### src/rtl/sram_bridge_pkg.sv
// sram_bridge_pkg: shared FSM state encoding and default SRAM wait setting.
package sram_bridge_pkg;
  typedef enum logic [1:0] {IDLE, HI, LO, ACK} state_e;
  localparam int DEF_WAIT = 2;
endpackage

### src/rtl/sram_bridge.sv
// sram_bridge: 32-bit bus to 16-bit async SRAM bridge, big-endian halfword split.
module sram_bridge
  import sram_bridge_pkg::*;
#(
  parameter int WAIT = DEF_WAIT
) (
  input  logic        clk_i,
  input  logic        rst_i,
  input  logic        cyc_i,
  input  logic        we_i,
  input  logic [31:0] adr_i,
  input  logic [3:0]  sel_i,
  input  logic [31:0] dat_i,
  output logic [31:0] dat_o,
  output logic        ack_o,
  output logic [19:0] sram_addr,
  output logic [15:0] sram_dq_o,
  input  logic [15:0] sram_dq_i,
  output logic        sram_dq_oe,
  output logic        sram_ce_n,
  output logic        sram_oe_n,
  output logic        sram_we_n,
  output logic        sram_ub_n,
  output logic        sram_lb_n
);
  state_e      state_q, state_d;
  logic [2:0]  cnt_q, cnt_d;
  logic        we_q, we_d;
  logic [18:0] adr_q, adr_d;
  logic [3:0]  sel_q, sel_d;
  logic [31:0] wdat_q, wdat_d;
  logic [31:0] dat_q, dat_d;
  logic        ack_q, ack_d;
  logic [19:0] addr_q, addr_d;
  logic [15:0] dq_q, dq_d;
  logic        dqoe_q, dqoe_d;
  logic        ce_n_q, ce_n_d, oe_n_q, oe_n_d, we_n_q, we_n_d, ub_n_q, ub_n_d, lb_n_q, lb_n_d;
  logic        last, ph, lo;
  always_comb begin
    state_d = state_q;
    cnt_d   = cnt_q;
    we_d    = we_q;
    adr_d   = adr_q;
    sel_d   = sel_q;
    wdat_d  = wdat_q;
    dat_d   = dat_q;
    last    = cnt_q == 3'(WAIT);
    unique case (state_q)
      IDLE: if (cyc_i) begin
        we_d    = we_i;
        adr_d   = adr_i[20:2];
        sel_d   = sel_i;
        wdat_d  = dat_i;
        cnt_d   = 3'd0;
        state_d = |sel_i[3:2] ? HI : |sel_i[1:0] ? LO : ACK;
        if (!we_i && !(|sel_i[3:2])) dat_d[31:16] = 16'h0;
        if (!we_i && !(|sel_i[1:0])) dat_d[15:0] = 16'h0;
      end
      HI: if (!cyc_i) state_d = IDLE;
        else if (last) begin
          cnt_d   = 3'd0;
          state_d = |sel_q[1:0] ? LO : ACK;
          if (!we_q) dat_d[31:16] = sram_dq_i;
        end else cnt_d = cnt_q + 3'd1;
      LO: if (!cyc_i) state_d = IDLE;
        else if (last) begin
          state_d = ACK;
          if (!we_q) dat_d[15:0] = sram_dq_i;
        end else cnt_d = cnt_q + 3'd1;
      default: state_d = IDLE;
    endcase
    // outputs are registered, so they are derived from the state being entered
    ph     = state_d == HI || state_d == LO;
    lo     = state_d == LO;
    ack_d  = state_d == ACK;
    addr_d = ph ? {adr_d, lo} : addr_q;
    dq_d   = ph ? (lo ? wdat_d[15:0] : wdat_d[31:16]) : dq_q;
    dqoe_d = ph && we_d;
    ce_n_d = !ph;
    oe_n_d = !(ph && !we_d);
    we_n_d = !(ph && we_d && cnt_d != 3'(WAIT));
    ub_n_d = !(ph && (lo ? sel_d[1] : sel_d[3]));
    lb_n_d = !(ph && (lo ? sel_d[0] : sel_d[2]));
  end
  always_ff @(posedge clk_i) begin
    if (rst_i) begin
      state_q <= IDLE;
      cnt_q   <= 3'd0;
      we_q    <= 1'b0;
      adr_q   <= 19'h0;
      sel_q   <= 4'h0;
      wdat_q  <= 32'h0;
      dat_q   <= 32'h0;
      ack_q   <= 1'b0;
      addr_q  <= 20'h0;
      dq_q    <= 16'h0;
      dqoe_q  <= 1'b0;
      ce_n_q  <= 1'b1;
      oe_n_q  <= 1'b1;
      we_n_q  <= 1'b1;
      ub_n_q  <= 1'b1;
      lb_n_q  <= 1'b1;
    end else begin
      state_q <= state_d;
      cnt_q   <= cnt_d;
      we_q    <= we_d;
      adr_q   <= adr_d;
      sel_q   <= sel_d;
      wdat_q  <= wdat_d;
      dat_q   <= dat_d;
      ack_q   <= ack_d;
      addr_q  <= addr_d;
      dq_q    <= dq_d;
      dqoe_q  <= dqoe_d;
      ce_n_q  <= ce_n_d;
      oe_n_q  <= oe_n_d;
      we_n_q  <= we_n_d;
      ub_n_q  <= ub_n_d;
      lb_n_q  <= lb_n_d;
    end
  end
  assign dat_o      = dat_q;
  assign ack_o      = ack_q;
  assign sram_addr  = addr_q;
  assign sram_dq_o  = dq_q;
  assign sram_dq_oe = dqoe_q;
  assign sram_ce_n  = ce_n_q;
  assign sram_oe_n  = oe_n_q;
  assign sram_we_n  = we_n_q;
  assign sram_ub_n  = ub_n_q;
  assign sram_lb_n  = lb_n_q;
endmodule

### config.mk
export PLATFORM = sky130hd
export DESIGN_NAME = sram_bridge
export DESIGN_NICKNAME = d
export VERILOG_FILES = /design/src/rtl/sram_bridge_pkg.sv /design/src/rtl/sram_bridge.sv
export SDC_FILE = /design/constraint.sdc
export NUM_CORES = 1
export LEC_CHECK = 0
export BUFFER_PORTS_ARGS = -buffer_cell sky130_fd_sc_hd__buf_4
export CORE_UTILIZATION = 51
export DETAILED_ROUTE_END_ITERATION = 8
export PLACE_DENSITY = 0.8
export SETUP_SLACK_MARGIN = 0.5
export SLEW_MARGIN = 20
export SYNTH_ARGS = -nofsm -noshare
export SYNTH_HDL_FRONTEND = slang
export SYNTH_SLANG_ARGS = --single-unit
### constraint.sdc
create_clock -name clk_i -period 3.1 [get_ports clk_i]
set_input_delay 0.62 -clock clk_i [delete_from_list [all_inputs] [get_ports clk_i]]
set_output_delay 0.62 -clock clk_i [all_outputs]
set_load 0.02 [all_outputs]
==> summary.md <==
## Run status
* complete, no violations — status

## Global routing
* 0 — antenna violations before repair
* 0 — total global routing overflow
* 19200 um — wire length of the first global-routing pass
* 0.234 — overall fraction of global-route tracks in use
* 57 — maximum number of pins on one net before global-route repair
* 3981 — number of global-route vias before repair

## Cells and area
* 0.281 — fraction of layout cells with a size suffix above 1
* sky130_fd_sc_hd__buf_4 — most common library cell in the layout ignoring fill and taps
* sky130_fd_sc_hd__buf_4 (156), sky130_fd_sc_hd__dfxtp_1 (136), sky130_fd_sc_hd__nor2_1 (103) — most used cells in the layout excluding fill and tap cells
* 33.7% — Layout area overhead
* 838 — non-filler instance count after layout
* 788 — # nets final
* 0 — count of inserted antenna diode cells
* 0.711 — Final Util

## Timing
* 0 ns — total negative slack for setup checks
* 0.00613 ns — setup clock skew after layout
* 2.42 ns — fin crit period
* 0.327 ns — Hold WS
* true — RSZ-0062 raised after global routing
* 0 — count of pins over their slew limit
* 0.410 — max-slew headroom at the worst pin
* 413 MHz — Max Freq
* 0.878 ns — measured slew at the worst slew-check pin
* 0 — final number of setup-violating endpoints
* 0.782 — Final Cycle Share
* 0 — Hold Fails Final Rpt

## Clock network
* 0.51 ns — clock latency at the later pin of the worst-skew pair
* 136 — Clock Sinks
* 0 — number of buffers inserted by hold repair at cts
* built — clock tree from TritonCTS
* 17 — total CTS buffers
* sky130_fd_sc_hd__clkbuf_8 — cell at the root of the clock tree
* 4 — CTS HTree Levels
* 2 — clock tree buffer depth
* 0.06 ns — Clock transition at path regs

## Drt
* 12200 um — Routed Wire Length
* 14.6 um — post-detailed-route wirelength per cell
* 126 — Iteration-0 DRC Markers
* 5.15 — DR vias/cell
* 5 — first-pass detailed-route iteration total
* 4314 — total number of vias
* 0 — number of nets with antenna violations after detailed routing
* 0 — DR DRC count

## Logic synthesis
* 5250 um^2 — Netlist Area Pre-Place
* 650 — synthesized net count
* 39 — Unique masters post-synth
* 0 — Ys Warns
* 556 — Mapped Cells
* 9.44 um^2 — Synth Area per Inst
* 0.519 — proportion of synthesized chip area in sequential cells
* 0 — Async S/R FF share, synth
* 136 — number of synthesized register bits
* 0 — EDFF count, synth
* sky130_fd_sc_hd__dfxtp_1 — prevailing post-synth register cell

## Hold path
* in2reg — type of the tightest min-delay check

## Power
* 0.00444 W — Power, Total
* 3.08 nW — static leakage power
* 634 nW/um^2 — P per Cell Area
* 0.000333 V — worst vdd ir

## Critical path
* register — element type at the critical path end
* 7 — Max FO, Critical Path
* reg2reg — class of the most critical setup path
* 2.82 ns — worst path arrival time
* 3.50 ns — endpoint required time on the critical path
* register — crit start category

## Placement
* 0.798 — weighted congestion reported at the end of routability-driven placement
* 8100 um — post-DP HPWL
* 149 — count of buffers from port buffering
* 806 — placed cell count

## Die
* 163 — IO Pins
* 10700 um^2 — Die ar.
* 0.532 — effective utilization at floorplan
* 9860 um^2 — CORE AREA
* 36 — count of standard-cell rows
* 103 um — Die Width
* 103 um — die height

## Job
* 0 — total of max-cap violations

## metal layers
| metal | track usage | routed length (um) | vias up |
|---|---|---|---|
| met2 | 0.391 | 5870 | 130 |
| li1 | - | - | 2143 |
| met4 | 0.0845 | 136 | 0 |
| met3 | 0.0847 | 965 | 16 |
| met1 | 0.277 | 5270 | 2025 |
| met5 | 0 | 0 | - |
## cell families (layout without fill, tap and decap cells)
logic type | after synthesis | in the layout | share of synthesized area
simple gates | 225 | 225 | 0.188
compound gates | 84 | 84 | 0.124
fa+ha+maj | 6 | 6 | 0.0143
buf+inv | 46 | 195 | 0.0425
flops | 136 | 136 | 0.519
mux | 58 | 58 | 0.111
xor+xnor | 1 | 1 | 0.00167
## power breakdown
group	internal [W]	total, W	switching, W
Sequential	0.00185	0.00190	0.0000470
Clock	0.00121	0.00194	0.000726
Combinational	0.000275	0.000607	0.000332
## synthesized netlist by cell type (all sizes together), types with 2 or more instances
library cell | instances | area (um^2)
a31o | 16 | 140
clkbuf | 22 | 82.6
nor2 | 104 | 390
dfxtp | 136 | 2720
o211ai | 2 | 15.0
mux2i | 58 | 581
nand2 | 70 | 263
inv | 7 | 26.3
ha | 6 | 75.1
o31ai | 2 | 20.0
o21ai | 4 | 23.8
nor2b | 8 | 50.1
a21oi | 17 | 85.1
nand2b | 18 | 113
nand3 | 16 | 80.1
o21a | 21 | 159
a22o | 17 | 149
buf | 17 | 114
nor4 | 4 | 46.3
## path summary, 6_finish.rpt
kind / end / from / cells past startpoint / slack [ns]
worst max register to register: sram_we_n / cnt_q[0] / 12 / 0.68
worst min-delay path: dat_o[12] / sram_dq_i[12] / 2 / 0.33
worst max-delay path: sram_we_n / cnt_q[0] / 12 / 0.68
worst min register to register: dat_o[17] / dat_o[17] / 2 / 0.45
## layout make-up
type,count,area (um^2)
Fill cell,741,2850
Sequential cell,136,2720
Multi-Input combinational cell,374,2320
Timing Repair Buffer,158,1200
Clock buffer,18,418
Tap cell,133,166
Clock inverter,12,154
Inverter,7,26.3
## flip-flops by register name, summed over array words and instances (netlist names), 2 cells and up
signal,cells
adr_q,19
cnt_q,3
dat_o,32
sel_q,4
sram_addr,20
sram_dq_o,16
state_q,2
wdat_q,32
## through the flow
step	instance area, um^2	setup WS [ns]
CTS	6990	0.618
detailed placement	6410	0.517
global route	7010	0.469
floorplan	5250	0.677
global placement	6410	0.646
finish	7010	0.676
## worst max-delay path, cell delays in order, from the launching register on
cell	delay (ns)
sky130_fd_sc_hd__dfxtp_1	0.42
sky130_fd_sc_hd__inv_1	0.10
sky130_fd_sc_hd__ha_1	0.25
sky130_fd_sc_hd__nand2b_1	0.27
sky130_fd_sc_hd__o21a_1	0.18
sky130_fd_sc_hd__o211ai_1	0.09
sky130_fd_sc_hd__buf_4	0.17
sky130_fd_sc_hd__ha_4	0.24
sky130_fd_sc_hd__nor2_1	0.14
sky130_fd_sc_hd__buf_4	0.18
sky130_fd_sc_hd__inv_2	0.04
sky130_fd_sc_hd__nor2_1	0.12
sky130_fd_sc_hd__o31ai_1	0.09
## timing repair
item | CTS | global route
endpoints found under the setup margin | 1 | 26
pin swaps | 0 | 1
buffers inserted | 0 | 2
resized for setup | 1 | 1
Power figures use the tool's default switching activity.
